`config.mk`:
```
export PLATFORM = sky130hd
export DESIGN_NAME = exec_writeback
export DESIGN_NICKNAME = d
export VERILOG_FILES = /design/src/rtl/datapath_pkg.sv /design/src/rtl/exec_writeback_alu.sv /design/src/rtl/exec_writeback.sv
export SDC_FILE = /design/constraint.sdc
export NUM_CORES = 1
export LEC_CHECK = 0
export ABC_CLOCK_PERIOD_IN_PS = 7500
export CAP_MARGIN = 20
export CORE_UTILIZATION = 51
export DETAILED_ROUTE_END_ITERATION = 8
export PLACE_DENSITY_LB_ADDON = 0.15
export SLEW_MARGIN = 30
export SYNTH_ARGS = -nofsm -noshare
export SYNTH_HDL_FRONTEND = slang
export SYNTH_SLANG_ARGS = --single-unit
```
`constraint.sdc`:
```
create_clock -name clk -period 7.5 [get_ports clk]
set_clock_uncertainty 0.15 [all_clocks]
set_input_delay 1.125 -clock clk [delete_from_list [all_inputs] [get_ports clk]]
set_output_delay 1.125 -clock clk [all_outputs]
set_load 0.1 [all_outputs]
```
`src/rtl/datapath_pkg.sv`:
```
// Shared types and field positions for the execute/write-back sequencer.
// Instruction layout: op[15:12] rd[11:9] rs1[8:6] rs2[5:3], imm[7:0].
package datapath_pkg;

   localparam int DATA_W_DEF  = 8;
   localparam int ADDR_W_DEF  = 3;
   localparam int INSTR_W_DEF = 16;

   localparam int OP_MSB  = 15;
   localparam int OP_LSB  = 12;
   localparam int RD_MSB  = 11;
   localparam int RD_LSB  = 9;
   localparam int RS1_MSB = 8;
   localparam int RS1_LSB = 6;
   localparam int RS2_MSB = 5;
   localparam int RS2_LSB = 3;
   localparam int IMM_MSB = 7;
   localparam int IMM_LSB = 0;

   typedef enum logic [3:0] {
      OP_NOP = 4'd0,
      OP_ADD = 4'd1,
      OP_SUB = 4'd2,
      OP_AND = 4'd3,
      OP_OR  = 4'd4,
      OP_XOR = 4'd5,
      OP_SHL = 4'd6,
      OP_SHR = 4'd7,
      OP_LDI = 4'd8,
      OP_MOV = 4'd9
   } opcode_e;

   typedef enum logic [2:0] {
      S_IDLE,
      S_READ,
      S_EXEC,
      S_WRITE,
      S_SETTLE
   } state_e;

   function automatic logic op_writes(input logic [3:0] op);
      return (op >= OP_ADD) && (op <= OP_MOV);
   endfunction

endpackage

```
`src/rtl/exec_writeback_alu.sv`:
```
// Combinational ALU: result, carry/borrow/shift-out and zero flag.
// LDI/MOV pass carry_in through unchanged.
module alu
   import datapath_pkg::*;
#(
   parameter int DATA_W = DATA_W_DEF
) (
   input  logic [DATA_W-1:0] opa,
   input  logic [DATA_W-1:0] opb,
   input  logic [3:0]        op,
   input  logic [DATA_W-1:0] imm,
   input  logic              carry_in,
   output logic [DATA_W-1:0] result,
   output logic              carry_out,
   output logic              zero
);

   logic [DATA_W:0] wide;

   always_comb begin
      wide      = '0;
      result    = '0;
      carry_out = carry_in;
      unique case (op)
         OP_ADD: begin
            wide      = {1'b0, opa} + {1'b0, opb};
            result    = wide[DATA_W-1:0];
            carry_out = wide[DATA_W];
         end
         // bit DATA_W of the widened difference is the borrow
         OP_SUB: begin
            wide      = {1'b0, opa} - {1'b0, opb};
            result    = wide[DATA_W-1:0];
            carry_out = wide[DATA_W];
         end
         OP_AND: begin
            result    = opa & opb;
            carry_out = 1'b0;
         end
         OP_OR: begin
            result    = opa | opb;
            carry_out = 1'b0;
         end
         OP_XOR: begin
            result    = opa ^ opb;
            carry_out = 1'b0;
         end
         OP_SHL: begin
            result    = {opa[DATA_W-2:0], 1'b0};
            carry_out = opa[DATA_W-1];
         end
         OP_SHR: begin
            result    = {1'b0, opa[DATA_W-1:1]};
            carry_out = opa[0];
         end
         OP_LDI: result = imm;
         OP_MOV: result = opa;
         default: ;
      endcase
   end

   assign zero = (result == '0);

endmodule

```
`src/rtl/exec_writeback.sv`:
```
// Multi-cycle read/execute/write sequencer wrapped around an 8x8 register file.
// SETTLE covers the file's two-edge write commit before the next read.
module exec_writeback
   import datapath_pkg::*;
#(
   parameter int DATA_W  = DATA_W_DEF,
   parameter int ADDR_W  = ADDR_W_DEF,
   parameter int INSTR_W = INSTR_W_DEF
) (
   input  logic               clk,
   input  logic               rst,
   input  logic               instr_valid,
   input  logic [INSTR_W-1:0] instr,
   output logic               instr_ready,
   output logic [ADDR_W-1:0]  ra1,
   output logic [ADDR_W-1:0]  ra2,
   input  logic [DATA_W-1:0]  rd1,
   input  logic [DATA_W-1:0]  rd2,
   output logic [DATA_W-1:0]  wd3,
   output logic [ADDR_W-1:0]  wa3,
   output logic               we3,
   output logic               zero,
   output logic               carry,
   output logic               done,
   output logic               illegal
);

   state_e              state, state_nxt;
   logic [INSTR_W-1:0]  ir;
   logic [DATA_W-1:0]   opa, opb, result;
   logic [DATA_W-1:0]   alu_res;
   logic                alu_carry, alu_zero;
   logic                zero_q, carry_q;
   logic [3:0]          op;
   logic                writes, legal;

   assign op     = ir[OP_MSB:OP_LSB];
   assign writes = op_writes(op);
   assign legal  = writes || (op == OP_NOP);

   assign ra1   = ir[RS1_MSB:RS1_LSB];
   assign ra2   = ir[RS2_MSB:RS2_LSB];
   assign wa3   = ir[RD_MSB:RD_LSB];
   assign wd3   = result;
   assign zero  = zero_q;
   assign carry = carry_q;

   alu #(.DATA_W(DATA_W)) u_alu (
      .opa       (opa),
      .opb       (opb),
      .op        (op),
      .imm       (ir[IMM_MSB:IMM_LSB]),
      .carry_in  (carry_q),
      .result    (alu_res),
      .carry_out (alu_carry),
      .zero      (alu_zero)
   );

   always_comb begin
      state_nxt   = state;
      instr_ready = 1'b0;
      we3         = 1'b0;
      done        = 1'b0;
      illegal     = 1'b0;
      unique case (state)
         S_IDLE: begin
            instr_ready = 1'b1;
            if (instr_valid) state_nxt = S_READ;
         end
         S_READ: state_nxt = S_EXEC;
         S_EXEC: begin
            if (writes) begin
               state_nxt = S_WRITE;
            end else begin
               done      = 1'b1;
               illegal   = !legal;
               state_nxt = S_IDLE;
            end
         end
         S_WRITE: begin
            we3       = 1'b1;
            state_nxt = S_SETTLE;
         end
         S_SETTLE: begin
            done      = 1'b1;
            state_nxt = S_IDLE;
         end
         default: state_nxt = S_IDLE;
      endcase
   end

   always_ff @(posedge clk or posedge rst) begin
      if (rst) begin
         state   <= S_IDLE;
         ir      <= '0;
         opa     <= '0;
         opb     <= '0;
         result  <= '0;
         zero_q  <= 1'b0;
         carry_q <= 1'b0;
      end else begin
         state <= state_nxt;
         if (state == S_IDLE && instr_valid) ir <= instr;
         if (state == S_READ) begin
            opa <= rd1;
            opb <= rd2;
         end
         if (state == S_EXEC && writes) begin
            result  <= alu_res;
            zero_q  <= alu_zero;
            carry_q <= alu_carry;
         end
      end
   end

endmodule

```
* Word level (Yosys, flattened, before mapping) *
Cells that the tools add are included.

operators by class
  bitwise operators = 3
  eq/ne operators = 14
  reductions and logical operators = 11
  magnitude comparators = 2
  div/mod/pow operators = 0
  multiply operators = 0
  shift operators = 0
  add/subtract/negate cells = 2
  mux-type cells = 11

operators by type and width
  kind                                                                                  number
  8-bit one-hot mux with 9 select lines                                                 1
  4-bit by 3-bit == test with 1-bit output (second input constant)                      4
  3-bit one-hot mux with 4 select lines                                                 1
  8-bit by 8-bit adder with 9-bit output                                                1
  8-bit by 8-bit subtractor with 9-bit output                                           1
  8-bit AND                                                                             1
  4-bit by 2-bit == test with 1-bit output (second input constant)                      2
  4-bit == test (second input constant)                                                 2
  8-bit logical NOT                                                                     1
  8-bit OR                                                                              1
  8-bit bitwise XOR                                                                     1
  3-bit by 2-bit == test with 1-bit output (second input constant)                      2
  1-bit 2-to-1 mux                                                                      5
  1-bit one-hot mux with 5 select lines                                                 1
  5-bit nonzero test                                                                    1
  4-bit by 1-bit == test with 1-bit output (second input constant)                      1
  4-bit by 1-bit greater-or-equal comparator with 1-bit output (second input constant)  1
  4-bit <= comparator (second input constant)                                           1
  4-bit logical NOT                                                                     1
  3-bit by 1-bit == test with 1-bit output (second input constant)                      1
  3-bit == test (second input constant)                                                 1
  1-bit logical AND                                                                     3
  3-bit logical NOT                                                                     1
  3-bit 2-to-1 mux                                                                      1
  7 further kinds                                                                       7

word-level totals
  logic and storage cells = 50
  output and inout bits = 23
  memories kept = 0
  bits of input ports = 35
  flip-flop bits (word level) = 45
  memory bits (read-only) = 0
  latch bits = 0
  memory bits (writable) = 0

* Longest topological paths before layout *
Gate-level depths: netlist (run 1).

  depth in word-level cells = 6
  gate-level depth with buffers = 11

* Hierarchy *
From an unflattened synthesis (run 1), not the netlist that was laid out.

second synthesis, totals
  cell total of the unflattened synthesis = 332
  area total of the unflattened synthesis = 3,413.3 um^2

by module, submodules not included
  module          seq. area each (um^2)  area an instance (um^2)  instances  cells each
  exec_writeback  1,126.1                1,840.5                  1          118
  alu             0.0                    1,572.8                  1          214

* Worst setup path after synthesis (run 1) *
No wires, ideal clock.

  path type = reg-to-reg
  from = register state[0]
  to = register ir[1]
  buffers on the path = 2
  clock period less this slack = 3,947 ps
  required time = 7,225 ps
  data arrival time = 3,672 ps
  path slack = 3,553 ps
  stages on the path, launching flop included = 6
  path through = dfrtp_1 > nor3_1 > and2_1 > buf_2 > buf_1 > mux2_2

on the way
  longest elaborated chain between the ends = 2

RTL lines
  element                 RTL line               RTL
  from (decl)             exec_writeback.sv:28   state_e state, state_nxt;
  from (signal assigned)  exec_writeback.sv:102  state <= state_nxt;
  3-bit logical NOT       exec_writeback.sv:103  if (state == S_IDLE && instr_valid) ir <= instr;
  1-bit logical AND       exec_writeback.sv:103
  to (signal assigned)    exec_writeback.sv:103
  to (decl)               exec_writeback.sv:29   logic [INSTR_W-1:0] ir;

No other way between the ends.
A chain may end at the register's enable or synchronous reset.

* Final worst setup path (run 1) *
  from = register ir[13]
  to = output port done

on the way
  longest elaborated chain between the ends = 4

RTL lines
  element                                                                                                     RTL line              RTL
  4-bit by 1-bit greater-or-equal comparator with 1-bit output / 4-bit <= comparator (equally long branches)  datapath_pkg.sv:42    return (op >= OP_ADD) && (op <= OP_MOV);
  1-bit logical AND *                                                                                         datapath_pkg.sv:42
  1-bit 2-to-1 mux *                                                                                          exec_writeback.sv:72  if (writes) begin
  1-bit one-hot mux with 2 select lines *                                                                     exec_writeback.sv:65  unique case (state)
  to (decl)                                                                                                   exec_writeback.sv:24  output logic done,

Mark *: on every way between the ends. The rest lies on a longest branch, timed or not.

==> reports/metrics.cfg, run 1 <==
[status]
status=finished clean

[floorplanning]
num_rows=29
die_y_um=83.3
die_w_um=83.3
io_pins=58
dieArea_mm2=0.00694
core_mm2=0.00635
start_util_pct=53.1

[cts]
post_cts_buffers=0
clock_latency_ps=300
cts.sinks=45
cts_max_level=2
cts.clk_slew.worst_paths_ps=90
cts_made_buffers=5
ctsResizeCount=0
cts_buffer_depth=2
ctsHoldBuffers=0
tritoncts=yes
cts_root_buf=clkbuf_8

[critical_path]
critPathRequiredTime_ps=6220
cp-end-kind=output port
critPathKind=reg2out
critPathSlowestCell=clkdlybuf4s50_1
timing.rr.start=opa[0]$_DFFE_PP0N_
startpoint=ir[13]$_DFFE_PP0P_
critPathTopFamily=buffers and inverters
path_buf_inv=1
crit_path_cell_trace=o21ai_1 -> a21bo_2 -> a21oi_1 -> nor2_1 -> clkdlybuf4s50_1
cp_slowest_stage_delay_ps=1140
worst-endpoint-arrival_ps=3030
crit_fanout=32
start_kind=register

[global_routing]
grt_max_degree=46
antenna_found_initial=0
grt_usage_pct=25.3
grt_pass1_wl_um=13900
overflow=0
grt_pass1_vias=2742

[sta]
rsz0062_at_grt=no
setup_slack_ps=3200
min_period_over_period_pct=57.4
post-route-min-period_ps=4300
tns_ps=0
tightestPinTransition_ps=989
final-max-slew-violation-count=0
setup_violations=0
relSlewSlack_pct=33.9
hold_violations=0
fmax_ghz=0.232

[finish]
antenna_cells=0
final_layout_size_suffix_gt1_share_pct=10.8
post-route-util_pct=62.7
multiInputGateArea_mm2=0.00196
nFillCells=572
syn2layout_area_growth_pct=18.0
finalNonFillerCells=493
seq_area_mm2=0.00113
fin_nets=477

[logic_synthesis]
synth_edf_count=0
syn_area_mm2=0.00337
ys_async_sr_fraction_pct=100
yosys_warnings=0
synth-seq-cells=45
yosys.cell_types.count=68
syn_avg_cell_area_um2=8.92
synthFlopType=dfrtp_1
synth_seq_area_share_pct=33.4
synth_nets=439
syn_inst=378

[place]
place_inst=486
hpwl_um=6520
gp_congestion=0.932
io_buffers=57
pre_cts_ws_ps=3550

[route]
ant_nets=0
drt_iter0_drc=190
post_drt_wl_per_cell_um=17.4
drc=0
dr.pass1.iters=4
wirelength_um=8600
vias_per_cell=5.87
vias=2892

[run]
drv_cap=0

[min_path]
min_from=wd3[3]$_DFFE_PP0P_
min_path_type=reg2reg

per-stage QoR:
step                      hold slack, ps  area, um^2
after floorplan                      331        3370
after global placement               310        3870
after detailed placement             312        3870
after CTS                            334        3980
after global routing                 350        3980
final                                330        3980
path summary, 6_finish.rpt:
path / to / slack [ps] / depth (start not counted)
setup / recovery: done / 3200 / 5
hold / removal: wd3[3]$_DFFE_PP0P_ / 330 / 2
setup reg to reg: zero$_DFFE_PP0P_ / 4340 / 10
hold reg to reg: wd3[3]$_DFFE_PP0P_ / 330 / 2
max in group asynchronous: zero$_DFFE_PP0P_ / 5620 / 2
min in group asynchronous: ir[9]$_DFFE_PP0P_ / 1110 / 2
synthesized netlist by cell type (7+ instances only):
master	count	area, um^2
a21oi_1	16	80.1
buf_4	17	128
nor2_1	31	116
nand3b_1	7	52.6
nor2b_1	8	50.1
a211oi_1	7	52.6
dfrtp_1	45	1130
nand2b_1	9	56.3
inv_1	25	93.8
o21ai_0	30	150
nand2_1	38	143
mux2_2	19	214
ha_1	24	300
flip-flops by register name (all words and copies together), names as in the netlist:
name,cells
carry,1
ir,16
opa,8
opb,8
state,3
wd3,8
zero,1
cell type report:
| cell class | count | area share [%] |
|---|---|---|
| Clock buffer | 5 | 1.73 |
| Clock inverter | 2 | 0.881 |
| Inverter | 25 | 2.39 |
| Multi-Input combinational cell | 279 | 49.4 |
| Sequential cell | 45 | 28.3 |
| Tap cell | 77 | 2.42 |
| Timing Repair Buffer | 60 | 14.9 |
metal layers:
layer | global-route usage (%) | part of all wire, % | vias up
li1 | - | - | 1401
met1 | 34.6 | 46 | 1390
met2 | 43.1 | 49 | 90
met3 | 3.28 | 4.2 | 11
met4 | 5.17 | 1.0 | 0
met5 | 0 | 0 | -
logic make-up after synthesis:
group           share of synthesized area [%]
simple gates                             19.4
compound gates                           20.5
buf+inv                                  8.53
flops                                    33.4
fa+ha+maj                                10.1
mux                                      7.90
xor+xnor                                0.260
tightest hold or removal path, cell delays in order (launching register included):
cell and delay [ps]:
dfrtp_1 340, nand2_1 50, nand2_1 60
cells in the final DEF (no fill, tap or decap), types with 7 or more instances in the layout:
cell type        Yosys  final
mux2_2              19     19
nor2_1              31     31
clkdlybuf4s50_1      0     57
nor2b_1              8      8
inv_1               25     24
a211oi_1             7      7
ha_1                24     24
o21ai_0             30     30
a21oi_1             16     16
nand3b_1             7      7
nand2_1             38     38
dfrtp_1             45     45
nand2b_1             9      9
Power of run 1 is left out: the tool's default activity adds up to more than one toggle a clock period on the data nets, which glitch-free logic cannot reach.
==> run 2, diff against run 1 <==
- ABC_CLOCK_PERIOD_IN_PS: 7500 -> 3560
- CORE_UTILIZATION: 51 -> 49
- clock period: 7.5 -> 3.56 ns (I/O delays scaled with it)
==> reports/metrics.cfg, run 2 (same netlist as run 1, synthesis figures left out) <==
[status]
status=complete, but fails checks  ; was finished clean
violations=DRC

[sta]
fmax_ghz=0.333
min_period_over_period_pct=84.3
setup_violations=0  ; unchanged
final-max-slew-violation-count=0  ; unchanged
relSlewSlack_pct=34.9  ; was 33.9%
tightestPinTransition_ps=973  ; was 989 ps
tns_ps=0  ; unchanged
post-route-min-period_ps=3000
hold_slack_ps=329  ; was 330 ps
hold_violations=0  ; unchanged
rsz0062_at_grt=no  ; unchanged

[min_path]
min_path_type=reg2reg  ; unchanged

[cts]
ctsResizeCount=0  ; unchanged
ctsHoldBuffers=0  ; unchanged
cts_buffer_depth=2  ; unchanged
cts_root_buf=clkbuf_8  ; unchanged
cts_max_level=2  ; unchanged
tritoncts=yes  ; unchanged
clock_latency_ps=310  ; was 300 ps
cts.sinks=45  ; unchanged
cts.clk_slew.worst_paths_ps=90  ; about the same
cts_made_buffers=5  ; unchanged
post_cts_buffers=0  ; unchanged

[critical_path]
worst-endpoint-arrival_ps=2320  ; was 3030 ps
critPathSlowestCell=dfrtp_1  ; was clkdlybuf4s50_1
crit_path_cell_trace=nor2_1 -> a21bo_2 -> a21oi_1 -> nor2_1 -> buf_4  ; was o21ai_1 -> a21bo_2 -> a21oi_1 -> nor2_1 -> clkdlybuf4s50_1
path_buf_inv=1  ; unchanged
critPathKind=reg2out  ; unchanged
critPathRequiredTime_ps=2880  ; was 6220 ps
start_kind=register  ; unchanged
cp_common_cell=nor2_1
critPathTopFamily=flip-flops  ; was buffers and inverters
cp_slowest_stage_delay_ps=970  ; was 1140 ps
crit_fanout=29  ; was 32
cp-end-kind=output port  ; unchanged

[finish]
antenna_cells=0  ; unchanged
post-route-util_pct=61.7  ; was 62.7%
layout_commonest_cell=clkdlybuf4s50_1  ; unchanged
nFillCells=588  ; was 572
seq_area_mm2=0.00113  ; unchanged
final_layout_size_suffix_gt1_share_pct=13.3  ; was 10.8%
layout.cells.most_common_list=clkdlybuf4s50_1 (53), dfrtp_1 (45), nand2_1 (38), nor2_1 (31), o21ai_0 (30)  ; was clkdlybuf4s50_1 (57), dfrtp_1 (45), nand2_1 (38), nor2_1 (31), o21ai_0 (30)
fin_nets=481  ; was 477
largest_register_ffs=16  ; unchanged
regMostFlops=ir  ; unchanged
finalNonFillerCells=498  ; was 493
multiInputGateArea_mm2=0.00198  ; was 0.00196 mm^2
syn2layout_area_growth_pct=18.8  ; was 18.0%

[place]
gp_congestion=0.975  ; was 0.932
io_buffers=57  ; unchanged
hpwl_um=7080  ; was 6520 um
place_inst=490  ; was 486

[route]
vias=2978  ; was 2892
drt_iter0_drc=196  ; was 190
dr.pass1.iters=7  ; was 4
ant_nets=0  ; unchanged
drc=1  ; was 0
post_drt_wl_per_cell_um=18.4  ; was 17.4 um
vias_per_cell=5.98  ; was 5.87
wirelength_um=9170  ; was 8600 um

[floorplanning]
io_pins=58  ; unchanged
die_y_um=85.0  ; was 83.3 um
num_rows=29  ; unchanged
dieArea_mm2=0.00722  ; was 0.00694 mm^2
start_util_pct=51.9  ; was 53.1%
core_mm2=0.00649  ; was 0.00635 mm^2
die_w_um=85.0  ; was 83.3 um

[global_routing]
grt_pass1_vias=2892  ; was 2742
grt_pass1_wl_um=14900  ; was 13900 um
overflow=0  ; unchanged
grt_usage_pct=26.8  ; was 25.3%
grt_max_degree=32  ; was 46
antenna_found_initial=0  ; unchanged

[run]
drv_cap=0  ; unchanged

## run 2: changes by cell type in the layout (fill, tap and decap cells not counted)
cell             delta
bufinv_16           -1
buf_4               +8
clkbuf_8            +2
nor3_1              -1
nor3_2              +1
clkdlybuf4s50_1     -4
nor4b_2             +1
nor4b_1             -1
## run 2: worst paths after layout
check | from | endpoint | slack (ps) | depth (start not counted)
max | ir[14]$_DFFE_PP0P_ | done | 560 | 5
min | wd3[2]$_DFFE_PP0P_ | wd3[2]$_DFFE_PP0P_ | 330 | 2
max reg2reg | opa[0]$_DFFE_PP0N_ | zero$_DFFE_PP0P_ | 650 | 10
min reg2reg | wd3[2]$_DFFE_PP0P_ | wd3[2]$_DFFE_PP0P_ | 330 | 2
max in group asynchronous | rst | ir[6]$_DFFE_PP0P_ | 2230 | 3
min in group asynchronous | rst | ir[10]$_DFFE_PP0P_ | 430 | 2
## run 2: cell type report
class	instances	area share, %
multi-input cells	279	49.3
flip-flops and latches	45	28.1
repair buffers	64	15.3
clock buffers	7	2.40
well taps	77	2.40
inverters	25	2.37
clock inverters	1	0.125
## run 2: worst reg2reg max path: cells and delay by family (launching register included)
kind | cells | cell delay [ps]
simple gates | 3 | 580
buf+inv | 1 | 60
compound gates | 4 | 940
fa+ha+maj | 2 | 690
flops | 1 | 430
## run 2: metrics by stage
step | setup WS [ps] | instance area (um^2)
detailed placement | 699 | 3900
global placement | 638 | 3900
CTS | 597 | 4000
finish | 561 | 4010
floorplan | 532 | 3380
global route | 437 | 4010
## run 2: metal layers
layer / GRT usage, % / routed length, um / vias to the layer above
met5: 0 / 0 / -
met4: 8.94 / 231 / 0
met3: 3.60 / 370 / 20
met2: 46.2 / 4480 / 99
met1: 34.8 / 4100 / 1438
li1: - / - / 1421
Power of run 2 is left out for the same reason.
==> run 3, diff against run 2 <==
- ABC_CLOCK_PERIOD_IN_PS: 3560 -> 2800
- CORE_UTILIZATION: 49 -> 51
- clock period: 3.56 -> 2.8 ns (I/O delays scaled with it)
==> reports/metrics.cfg, run 3 (same netlist as run 1, synthesis figures left out) <==
[status]
status=finished clean  ; was complete, but fails checks

[global_routing]
busiest_layer=met2  ; unchanged
overflow=0  ; unchanged
grt_pass1_vias=2986  ; was 2892
grt_use_met1_pct=35.1  ; was 34.8%
grt_max_degree=46  ; was 32
grt_pass1_wl_um=14900  ; about the same
use_met3_pct=3.88  ; was 3.60%
gr-usage-met2_pct=46.6  ; was 46.2%
grt_usage_pct=27.1  ; was 26.8%
antenna_found_initial=1  ; was 0

[sta]
relSlewSlack_pct=53.3  ; was 34.9%
final-max-slew-violation-count=0  ; unchanged
hold_slack_ps=333  ; was 329 ps
post-route-min-period_ps=2710
min_period_over_period_pct=96.9
setup_slack_ps=87.0  ; was 561 ps
tightestPinTransition_ps=699  ; was 973 ps
setup_violations=0  ; unchanged
fmax_ghz=0.369
hold_violations=0  ; unchanged

[place]
gp_congestion=0.940  ; was 0.975
hpwl_um=7070  ; was 7080 um
io_buffers=57  ; unchanged
pre_cts_ws_ps=48.4  ; was 699 ps

[critical_path]
crit_fanout=4  ; was 29
critPathSlowestCell=fa_1  ; was dfrtp_1
cp_slowest_stage_delay_ps=480  ; was 970 ps
cp-end-kind=register  ; was output port
worst-endpoint-arrival_ps=2790  ; was 2320 ps
critPathKind=reg2reg  ; was reg2out
start_kind=register  ; unchanged
r2r_cells=10  ; unchanged
crit_path_cell_trace=ha_2 -> inv_1 -> fa_1 -> nor2_1 -> a211oi_1 -> a2111oi_0 -> a2111o_1 -> nor3_2 -> nand4_1 -> o21ai_1  ; was nor2_1 -> a21bo_2 -> a21oi_1 -> nor2_1 -> buf_4
critPathRequiredTime_ps=2880  ; about the same

[finish]
layout_commonest_cell=buf_4  ; was clkdlybuf4s50_1
layout.cells.most_common_list=buf_4 (50), dfrtp_1 (45), nand2_1 (38), clkdlybuf4s50_1 (34)  ; was clkdlybuf4s50_1 (53), dfrtp_1 (45), nand2_1 (38), nor2_1 (31), o21ai_0 (30)
post-route-util_pct=66.2  ; was 61.7%
nFillCells=569  ; was 588
syn2layout_area_growth_pct=24.6  ; was 18.8%
final_layout_size_suffix_gt1_share_pct=23.7  ; was 13.3%
largest_register_ffs=16  ; unchanged
regMostFlops=ir  ; unchanged
fin_nets=503  ; was 481

[cts]
tritoncts=yes  ; unchanged
cts_buffer_depth=2  ; unchanged
cts.sinks=45  ; unchanged
cts_made_buffers=5  ; unchanged
clock_latency_ps=300  ; was 310 ps
cts_root_buf=clkbuf_8  ; unchanged
cts.clk_slew.worst_paths_ps=80  ; was 90 ps
cts_max_level=2  ; unchanged

[route]
vias=2963  ; was 2978
ant_nets=0  ; unchanged
drc=0  ; was 1
dr.pass1.iters=5  ; was 7
wirelength_um=9040  ; was 9170 um
drt_iter0_drc=209  ; was 196
vias_per_cell=5.69  ; was 5.98
post_drt_wl_per_cell_um=17.4  ; was 18.4 um

[min_path]
min_path_cells=2  ; unchanged
min_path_type=reg2reg  ; unchanged

[floorplanning]
num_rows=29  ; unchanged
die_y_um=83.3  ; was 85.0 um
dieArea_mm2=0.00694  ; was 0.00722 mm^2
die_w_um=83.3  ; was 85.0 um
start_util_pct=53.1  ; was 51.9%
io_pins=58  ; unchanged
core_mm2=0.00635  ; was 0.00649 mm^2

[run]
drv_cap=0  ; unchanged

## run 3: layer usage
layer,wire (um),vias up
li1,-,1454
met1,4030,1428
met2,4540,68
met3,322,13
met4,153,0
met5,0,-
## run 3: layout make-up
type                    count  area (um^2)  share of cell area [%]
multi-input cells         279         2010                    47.9
flip-flops and latches     45         1130                    26.8
repair buffers             86          756                    18.0
well taps                  77         96.3                    2.29
inverters                  25         93.8                    2.23
clock buffers               7         86.3                    2.05
clock inverters             1         30.0                   0.715
diodes                      1         2.50                  0.0596
## run 3: stage by stage
step / std cells / cell area (um^2) / TNS [ps]
final: 521 / 4200 / 0
after global routing: 520 / 4200 / -98.8
after CTS: 518 / 4160 / 0
after detailed placement: 510 / 4040 / 0
after global placement: 510 / 4030 / 0
after floorplan: 378 / 3380 / 0
## run 3: repair_timing
action | 4_1_cts | 5_1_grt
buffers inserted | 0 | 2
setup endpoints to repair | 0 | 4
gates resized for setup | 0 | 10
hold buffers | 0 | 0
## run 3: final timing paths
kind                                    start            endpoint  slack, ps
max                        opa[0]$_DFFE_PP0N_    zero$_DFFE_PP0P_         90
max reg2reg                opa[0]$_DFFE_PP0N_    zero$_DFFE_PP0P_         90
min in group asynchronous                 rst   ir[7]$_DFFE_PP0P_        450
max in group asynchronous                 rst  opa[5]$_DFFE_PP0N_       1630
min reg2reg                wd3[3]$_DFFE_PP0P_  wd3[3]$_DFFE_PP0P_        330
min                        wd3[3]$_DFFE_PP0P_  wd3[3]$_DFFE_PP0P_        330
## run 3: worst max-delay path, delay by kind of cell (launching register included)
| kind | cells | cell delay [ps] |
|---|---|---|
| flops | 1 | 430 |
| simple gates | 3 | 420 |
| fa+ha+maj | 2 | 700 |
| buf+inv | 1 | 50 |
| compound gates | 4 | 890 |
Power of run 3 is left out for the same reason.
